$ cat src/rtl/router_output_arbiter_if.sv
// Handshake and status bundle between the five input sources, the downstream
// credit return path and one router output port arbiter.
interface router_output_arbiter_if #(
  parameter int CREDIT_BITS = 6
);
  logic                   route_req_a_in, route_req_b_in, route_req_c_in;
  logic                   route_req_d_in, route_req_x_in;
  logic                   valid_a_in, valid_b_in, valid_c_in, valid_d_in, valid_x_in;
  logic                   tail_a_in, tail_b_in, tail_c_in, tail_d_in, tail_x_in;
  logic                   yummy_in;
  logic                   thanks_a_out, thanks_b_out, thanks_c_out;
  logic                   thanks_d_out, thanks_x_out;
  logic [2:0]             current_route;
  logic                   valid_out;
  logic                   locked;
  logic [CREDIT_BITS-1:0] credit_count;
  logic                   ec_wants_to_send_but_cannot;
  logic                   stall_out;

  // Source / downstream side: presents flits and credits, observes grants.
  modport master (
    output route_req_a_in, route_req_b_in, route_req_c_in, route_req_d_in, route_req_x_in,
    output valid_a_in, valid_b_in, valid_c_in, valid_d_in, valid_x_in,
    output tail_a_in, tail_b_in, tail_c_in, tail_d_in, tail_x_in,
    output yummy_in,
    input  thanks_a_out, thanks_b_out, thanks_c_out, thanks_d_out, thanks_x_out,
    input  current_route, valid_out, locked, credit_count,
    input  ec_wants_to_send_but_cannot, stall_out
  );

  // Arbiter side.
  modport slave (
    input  route_req_a_in, route_req_b_in, route_req_c_in, route_req_d_in, route_req_x_in,
    input  valid_a_in, valid_b_in, valid_c_in, valid_d_in, valid_x_in,
    input  tail_a_in, tail_b_in, tail_c_in, tail_d_in, tail_x_in,
    input  yummy_in,
    output thanks_a_out, thanks_b_out, thanks_c_out, thanks_d_out, thanks_x_out,
    output current_route, valid_out, locked, credit_count,
    output ec_wants_to_send_but_cannot, stall_out
  );
endinterface

$ cat src/rtl/router_output_arbiter.sv
// Wormhole round-robin arbiter and credit scheduler for one router output.
// Sources A,B,C,D,X map to route codes 0..4. A winner holds the port until its
// tail flit is launched; flits are metered against downstream credits.
// Optional stall monitor: define ROUTER_OUT_ARB_STALL_MON_EN.
module router_output_arbiter #(
  parameter int CREDIT_CNT  = 32,
  parameter int CREDIT_BITS = 6,
  parameter int STALL_LIMIT = 255,
  parameter int STALL_BITS  = 8
) (
  input logic                     clk,
  input logic                     reset,
  router_output_arbiter_if.slave  bus
);

  typedef enum logic {IDLE, LOCKED} state_t;

  localparam logic [2:0]             ROUTE_X    = 3'd4;
  localparam logic [CREDIT_BITS-1:0] CREDIT_MAX = CREDIT_BITS'(CREDIT_CNT);

  state_t                 state_q, state_d;
  logic [2:0]             current_route_q, current_route_d;
  logic [2:0]             last_grant_q, last_grant_d;
  logic [CREDIT_BITS-1:0] credit_q, credit_d;

  logic [4:0] req_vec, valid_vec, tail_vec, thanks_vec;
  logic       valid_sel, tail_sel, fire, ec;
  logic       grant_found;
  logic [2:0] grant_idx;

  assign req_vec   = {bus.route_req_x_in & bus.valid_x_in, bus.route_req_d_in & bus.valid_d_in,
                      bus.route_req_c_in & bus.valid_c_in, bus.route_req_b_in & bus.valid_b_in,
                      bus.route_req_a_in & bus.valid_a_in};
  assign valid_vec = {bus.valid_x_in, bus.valid_d_in, bus.valid_c_in, bus.valid_b_in, bus.valid_a_in};
  assign tail_vec  = {bus.tail_x_in, bus.tail_d_in, bus.tail_c_in, bus.tail_b_in, bus.tail_a_in};

  // Select the locked source's valid/tail; codes 5..7 never occur.
  always_comb begin
    // NOTE: defaults first so every path assigns every output and no latch is inferred.
    valid_sel = 1'b0;
    tail_sel  = 1'b0;
    case (current_route_q)
      3'd0: begin valid_sel = valid_vec[0]; tail_sel = tail_vec[0]; end
      3'd1: begin valid_sel = valid_vec[1]; tail_sel = tail_vec[1]; end
      3'd2: begin valid_sel = valid_vec[2]; tail_sel = tail_vec[2]; end
      3'd3: begin valid_sel = valid_vec[3]; tail_sel = tail_vec[3]; end
      3'd4: begin valid_sel = valid_vec[4]; tail_sel = tail_vec[4]; end
      default: ;
    endcase
  end

  assign fire       = (state_q == LOCKED) & valid_sel & (credit_q != '0);
  assign ec         = (state_q == LOCKED) & valid_sel & (credit_q == '0);
  assign thanks_vec = fire ? (5'b00001 << current_route_q) : 5'b00000;

  // Round-robin search starting one past the last granted source, wrapping A..X.
  always_comb begin
    logic [3:0] sum;
    logic [2:0] cand;
    grant_found = 1'b0;
    grant_idx   = last_grant_q;
    sum         = '0;
    cand        = '0;
    for (int off = 1; off <= 5; off++) begin
      sum  = {1'b0, last_grant_q} + 4'(off);
      cand = (sum >= 4'd5) ? 3'(sum - 4'd5) : sum[2:0];
      if (!grant_found && req_vec[cand]) begin
        grant_found = 1'b1;
        grant_idx   = cand;
      end
    end
  end

  // Lock FSM next state: arbitrate in IDLE, release on a launched tail flit.
  always_comb begin
    state_d         = state_q;
    current_route_d = current_route_q;
    last_grant_d    = last_grant_q;
    case (state_q)
      IDLE: begin
        if (grant_found) begin
          current_route_d = grant_idx;
          state_d         = LOCKED;
        end
      end
      LOCKED: begin
        if (fire && tail_sel) begin
          last_grant_d = current_route_q;
          state_d      = IDLE;
        end
      end
      default: state_d = IDLE;
    endcase
  end

  // Credit counter: launch consumes, yummy returns, both cancel; saturates at full.
  always_comb begin
    credit_d = credit_q;
    if (fire && !bus.yummy_in) begin
      credit_d = credit_q - 1'b1;
    end else if (bus.yummy_in && !fire && (credit_q != CREDIT_MAX)) begin
      credit_d = credit_q + 1'b1;
    end
  end

  // State, route, last grant and credit registers with synchronous reset.
  always_ff @(posedge clk) begin
    // NOTE: non-blocking assignments so every register samples pre-edge values.
    if (reset) begin
      state_q         <= IDLE;
      current_route_q <= ROUTE_X;
      last_grant_q    <= ROUTE_X;
      credit_q        <= CREDIT_MAX;
    end else begin
      state_q         <= state_d;
      current_route_q <= current_route_d;
      last_grant_q    <= last_grant_d;
      credit_q        <= credit_d;
    end
  end

`ifdef ROUTER_OUT_ARB_STALL_MON_EN
  localparam logic [STALL_BITS-1:0] STALL_MAX = STALL_BITS'(STALL_LIMIT);

  logic [STALL_BITS-1:0] stall_cnt_q, stall_cnt_d;
  logic                  stall_q;

  // Count consecutive credit-starved cycles; any launch clears the count.
  always_comb begin
    stall_cnt_d = stall_cnt_q;
    if (fire) begin
      stall_cnt_d = '0;
    end else if (ec && (stall_cnt_q != STALL_MAX)) begin
      stall_cnt_d = stall_cnt_q + 1'b1;
    end
  end

  // Stall flag is registered from the saturated count and drops on a launch.
  always_ff @(posedge clk) begin
    if (reset) begin
      stall_cnt_q <= '0;
      stall_q     <= 1'b0;
    end else begin
      stall_cnt_q <= stall_cnt_d;
      stall_q     <= !fire && (stall_cnt_q == STALL_MAX);
    end
  end

  assign bus.stall_out = stall_q;
`else
  assign bus.stall_out = 1'b0;
`endif

  assign bus.thanks_a_out                = thanks_vec[0];
  assign bus.thanks_b_out                = thanks_vec[1];
  assign bus.thanks_c_out                = thanks_vec[2];
  assign bus.thanks_d_out                = thanks_vec[3];
  assign bus.thanks_x_out                = thanks_vec[4];
  assign bus.current_route               = current_route_q;
  assign bus.valid_out                   = fire;
  assign bus.locked                      = (state_q == LOCKED);
  assign bus.credit_count                = credit_q;
  assign bus.ec_wants_to_send_but_cannot = ec;

endmodule

$ cat src/flat_wrapper.sv
// flat-port wrapper written by rule: the top's interface ports become plain ports
module router_output_arbiter_flat 
#(
  parameter int CREDIT_CNT  = 32,
  parameter int CREDIT_BITS = 6,
  parameter int STALL_LIMIT = 255,
  parameter int STALL_BITS  = 8
)
  (clk, reset, bus_route_req_a_in, bus_route_req_b_in, bus_route_req_c_in, bus_route_req_d_in, bus_route_req_x_in, bus_valid_a_in, bus_valid_b_in, bus_valid_c_in, bus_valid_d_in, bus_valid_x_in, bus_tail_a_in, bus_tail_b_in, bus_tail_c_in, bus_tail_d_in, bus_tail_x_in, bus_yummy_in, bus_thanks_a_out, bus_thanks_b_out, bus_thanks_c_out, bus_thanks_d_out, bus_thanks_x_out, bus_current_route, bus_valid_out, bus_locked, bus_credit_count, bus_ec_wants_to_send_but_cannot, bus_stall_out);
  router_output_arbiter_if #(.CREDIT_BITS(CREDIT_BITS)) bus_i ();
  input logic clk;
  input logic reset;
  input wire logic [$bits(bus_i.route_req_a_in)-1:0] bus_route_req_a_in;
  input wire logic [$bits(bus_i.route_req_b_in)-1:0] bus_route_req_b_in;
  input wire logic [$bits(bus_i.route_req_c_in)-1:0] bus_route_req_c_in;
  input wire logic [$bits(bus_i.route_req_d_in)-1:0] bus_route_req_d_in;
  input wire logic [$bits(bus_i.route_req_x_in)-1:0] bus_route_req_x_in;
  input wire logic [$bits(bus_i.valid_a_in)-1:0] bus_valid_a_in;
  input wire logic [$bits(bus_i.valid_b_in)-1:0] bus_valid_b_in;
  input wire logic [$bits(bus_i.valid_c_in)-1:0] bus_valid_c_in;
  input wire logic [$bits(bus_i.valid_d_in)-1:0] bus_valid_d_in;
  input wire logic [$bits(bus_i.valid_x_in)-1:0] bus_valid_x_in;
  input wire logic [$bits(bus_i.tail_a_in)-1:0] bus_tail_a_in;
  input wire logic [$bits(bus_i.tail_b_in)-1:0] bus_tail_b_in;
  input wire logic [$bits(bus_i.tail_c_in)-1:0] bus_tail_c_in;
  input wire logic [$bits(bus_i.tail_d_in)-1:0] bus_tail_d_in;
  input wire logic [$bits(bus_i.tail_x_in)-1:0] bus_tail_x_in;
  input wire logic [$bits(bus_i.yummy_in)-1:0] bus_yummy_in;
  output wire logic [$bits(bus_i.thanks_a_out)-1:0] bus_thanks_a_out;
  output wire logic [$bits(bus_i.thanks_b_out)-1:0] bus_thanks_b_out;
  output wire logic [$bits(bus_i.thanks_c_out)-1:0] bus_thanks_c_out;
  output wire logic [$bits(bus_i.thanks_d_out)-1:0] bus_thanks_d_out;
  output wire logic [$bits(bus_i.thanks_x_out)-1:0] bus_thanks_x_out;
  output wire logic [$bits(bus_i.current_route)-1:0] bus_current_route;
  output wire logic [$bits(bus_i.valid_out)-1:0] bus_valid_out;
  output wire logic [$bits(bus_i.locked)-1:0] bus_locked;
  output wire logic [$bits(bus_i.credit_count)-1:0] bus_credit_count;
  output wire logic [$bits(bus_i.ec_wants_to_send_but_cannot)-1:0] bus_ec_wants_to_send_but_cannot;
  output wire logic [$bits(bus_i.stall_out)-1:0] bus_stall_out;
  assign bus_i.route_req_a_in = bus_route_req_a_in;
  assign bus_i.route_req_b_in = bus_route_req_b_in;
  assign bus_i.route_req_c_in = bus_route_req_c_in;
  assign bus_i.route_req_d_in = bus_route_req_d_in;
  assign bus_i.route_req_x_in = bus_route_req_x_in;
  assign bus_i.valid_a_in = bus_valid_a_in;
  assign bus_i.valid_b_in = bus_valid_b_in;
  assign bus_i.valid_c_in = bus_valid_c_in;
  assign bus_i.valid_d_in = bus_valid_d_in;
  assign bus_i.valid_x_in = bus_valid_x_in;
  assign bus_i.tail_a_in = bus_tail_a_in;
  assign bus_i.tail_b_in = bus_tail_b_in;
  assign bus_i.tail_c_in = bus_tail_c_in;
  assign bus_i.tail_d_in = bus_tail_d_in;
  assign bus_i.tail_x_in = bus_tail_x_in;
  assign bus_i.yummy_in = bus_yummy_in;
  assign bus_thanks_a_out = bus_i.thanks_a_out;
  assign bus_thanks_b_out = bus_i.thanks_b_out;
  assign bus_thanks_c_out = bus_i.thanks_c_out;
  assign bus_thanks_d_out = bus_i.thanks_d_out;
  assign bus_thanks_x_out = bus_i.thanks_x_out;
  assign bus_current_route = bus_i.current_route;
  assign bus_valid_out = bus_i.valid_out;
  assign bus_locked = bus_i.locked;
  assign bus_credit_count = bus_i.credit_count;
  assign bus_ec_wants_to_send_but_cannot = bus_i.ec_wants_to_send_but_cannot;
  assign bus_stall_out = bus_i.stall_out;
  router_output_arbiter #(.CREDIT_CNT(CREDIT_CNT), .CREDIT_BITS(CREDIT_BITS), .STALL_LIMIT(STALL_LIMIT), .STALL_BITS(STALL_BITS)) u_core (.clk(clk), .reset(reset), .bus(bus_i));
endmodule
$ cat config.mk
export PLATFORM = sky130hd
export DESIGN_NAME = router_output_arbiter_flat
export DESIGN_NICKNAME = d
export VERILOG_FILES = /design/src/rtl/router_output_arbiter_if.sv /design/src/rtl/router_output_arbiter.sv /design/src/flat_wrapper.sv
export SDC_FILE = /design/constraint.sdc
export NUM_CORES = 1
export LEC_CHECK = 0
export CAP_MARGIN = 20
export CORE_MARGIN = 4
export CORE_UTILIZATION = 39
export CTS_CLUSTER_DIAMETER = 60
export DETAILED_ROUTE_END_ITERATION = 10
export PLACE_DENSITY = 0.6
export SLEW_MARGIN = 30
export SYNTH_ARGS = -nofsm -noshare
export SYNTH_HDL_FRONTEND = slang
export SYNTH_SLANG_ARGS = --single-unit
$ cat constraint.sdc
create_clock -name clk -period 6.7 [get_ports clk]
set_input_delay 1.34 -clock clk [delete_from_list [all_inputs] [get_ports clk]]
set_output_delay 1.34 -clock clk [all_outputs]
set_load 0.005 [all_outputs]
==> flow_summary.yaml <==
route:
  routed_wl_um: 5440
  drtIter0Drc: 120
  dr_total_vias: 2015
  via_per_inst: 5.86
  wire_per_inst_um: 15.8
  dr.pass1.iters: 4
  ant_nets: 0
  drc_errors: 0
synthesis:
  synth_ff_type: "dfxtp_1"
  ys_seq_area_frac: 0.134
  yosys.cell_types.count: 68
  ys_ff_latch: 13
  synthCells: 253
  synth.top_cell.area_share: 0.134
  synth_nets: 283
  syn_area_um2: 1940
  ys.warnings.count: 0
  synth.top_cells.by_area: "dfxtp_1 (13%), mux2i_1 (7.2%), ha_1 (7.1%), nand2_1 (3.5%), nor2_1 (3.5%)"
  synthArstFlopShare: 0
  ys_top_cells_by_count: "nand2_1 (18), nor2_1 (18), mux2i_1 (14), dfxtp_1 (13)"
  synth_edf_count: 0
  post-synth-top-area-cell: "dfxtp_1"
  avgSynthCellArea_um2: 7.69
critical_path:
  critPathMostFrequentCell: "clkdlybuf4s50_1"
  crit_chain: "clkdlybuf4s50_1 -> mux2i_1 -> a2bb2oi_1 -> o22a_1 -> or3_1 -> nor4b_1 -> clkdlybuf4s50_1"
  path_class: "in -> out"
  crit_required_ns: 5.36
  crit_fanout: 8
  crit_family: "buffers and inverters"
  crit_path_start_kind: "primary input"
  critPathArrivalTime_ns: 3.68
  crit_path_top_delay_cell: "clkdlybuf4s50_1"
  slowest_delay_ns: 0.55
  crit_buf_inv: 2
  crit_path_end_kind: "output pin"
power:
  vdd_drop_max_mv: 0.148
  p_sw_mw: 0.168
  power.leakage_nw: 0.871
  switching_share: 0.400
  power_frac_seq: 0.294
  p_int_mw: 0.252
  pwr-share-clk: 0.171
  power_frac_comb: 0.535
  power.density_nw_per_um2: 180
finish:
  instances_no_fill: 344
  multi_input_area_um2: 1560
  diodes: 0
  drive_gt1_frac: 0.0866
  final-seq-area_um2: 260
  syn2layout_area_growth_pct: 20.1
  fillers: 491
  post-route-util: 0.488
  nNetsFinal: 308
placed_design:
  hpwl_um: 4070
  place_inst: 340
  gp_congestion: 0.892
  numPortBuffers: 34
timing:
  fmax_ghz: 0.199
  final-setup-viol-count: 0
  rsz0062_at_grt: "false"
  finalHoldViolCount: 0
  drv_slew: 0
  clock_skew_ns: 0.00162
  finalCriticalPeriod_ns: 5.02
  setup_tns_ns: 0
  relSlewSlack: 0.542
  min_period_over_period: 0.749
  worst_pin_slew_ns: 0.687
clock_tree:
  cts_sinks: 13
  cts_resized: 0
  clk_pin_slew_worst_paths_ns: 0.06
  post_cts_buffers: 0
  cts_buffers: 3
  ctsHoldBuffers: 0
  cts_buffer_depth: 2
  htreeDepth: 1
  root_buffer: "clkbuf_8"
  clock_latency_ns: 0.25
  cts_tree: "built"
grt:
  antenna_found_initial: 0
  grt_use_total: 0.176
  grt_max_degree: 29
  grt_pass1_vias: 1860
  grt_overflow: 0
  grt_pass1_wl_um: 9030
run:
  drv_cap: 0
outcome:
  outcome: "completed"
die:
  rows: 25
  start_util: 0.406
  die_area_um2: 6180
  core_um2: 4790
  die_y_um: 78.6
  ios: 36
  fp.dieW_um: 78.6
min_path:
  worst_hold_path_type: "reg -> reg"
==> registers in the layout, indices dropped and copies added (netlist names) <==
register / flops
u_core.bus.credit_count: 6
u_core.last_grant_q: 3
u_core.bus.current_route: 3
u_core.bus.locked: 1
==> cell usage in the layout, fill, tap and decap left out, drive strengths merged, types with 3 or more instances in the layout <==
cell	count
nand4	4
nor4	11
xor2	3
nor2b	8
o211ai	6
and3	4
o31ai	3
nor2	18
inv	11
o21a	3
or2	4
xnor2	6
nor3	11
nand3b	4
nand2b	5
o21ai	8
or3	5
a21oi	6
a211o	5
mux2i	14
a2bb2oi	4
nand3	10
ha	11
mux2	5
clkdlybuf4s50	34
dfxtp	13
clkbuf	4
nand2	18
==> metal layers <==
layer | up-vias | GRT usage | wire, µm
met3 | 6 | 0.0229 | 250
met4 | 0 | 0.0262 | 38
met1 | 942 | 0.255 | 2690
li1 | 1007 | - | -
met5 | - | 0 | 0
met2 | 60 | 0.284 | 2460
==> final cells by class <==
type | count | area share
inverter | 11 | 0.0187
sequential | 13 | 0.111
clock buffer | 4 | 0.0193
timing repair buffer | 35 | 0.149
tap | 67 | 0.0359
multi-input combinational | 214 | 0.666
==> cell families (layout without fill, tap and decap cells) <==
family	Yosys count	after routing	share of synthesized area
compound gates	62	62	0.247
xor+xnor	9	9	0.0405
fa+ha+maj	12	12	0.0811
buf+inv	26	50	0.0663
flops	13	13	0.134
mux	19	19	0.101
other cells	1	1	0.00193
simple gates	111	111	0.328
==> through the flow <==
step                hold WS, ns  cell area, µm²  total power [mW]  setup WS (ns)
finish                    0.566            2340             0.420           1.68
global route              0.609            2340             0.455           1.54
CTS                       0.570            2340             0.422           1.65
detailed placement        0.551            2290             0.349           1.66
global placement          0.548            2290             0.349           1.71
floorplan                 0.531            1940             0.273           2.81
==> final timing paths <==
path	start	endpoint	slack [ns]	cells after the start
worst min-delay path	u_core.bus.credit_count[5]	u_core.bus.credit_count[5]	0.57	1
worst max register to register	u_core.last_grant_q[1]	u_core.bus.current_route[0]	3.08	9
worst min register to register	u_core.bus.credit_count[5]	u_core.bus.credit_count[5]	0.57	1
worst max-delay path	bus_valid_x_in	bus_thanks_b_out	1.68	7
==> power by group through the flow <==
stage | clock network [mW] | registers, mW | logic [mW]
2_1_floorplan | 0 | 0.110 | 0.163
3_3_place_gp | 0 | 0.126 | 0.223
3_5_place_dp | 0 | 0.125 | 0.224
4_1_cts | 0.0733 | 0.124 | 0.225
5_1_grt | 0.0781 | 0.128 | 0.249
6_report | 0.0719 | 0.124 | 0.225
No activity file was read; power rests on OpenSTA's default activity.
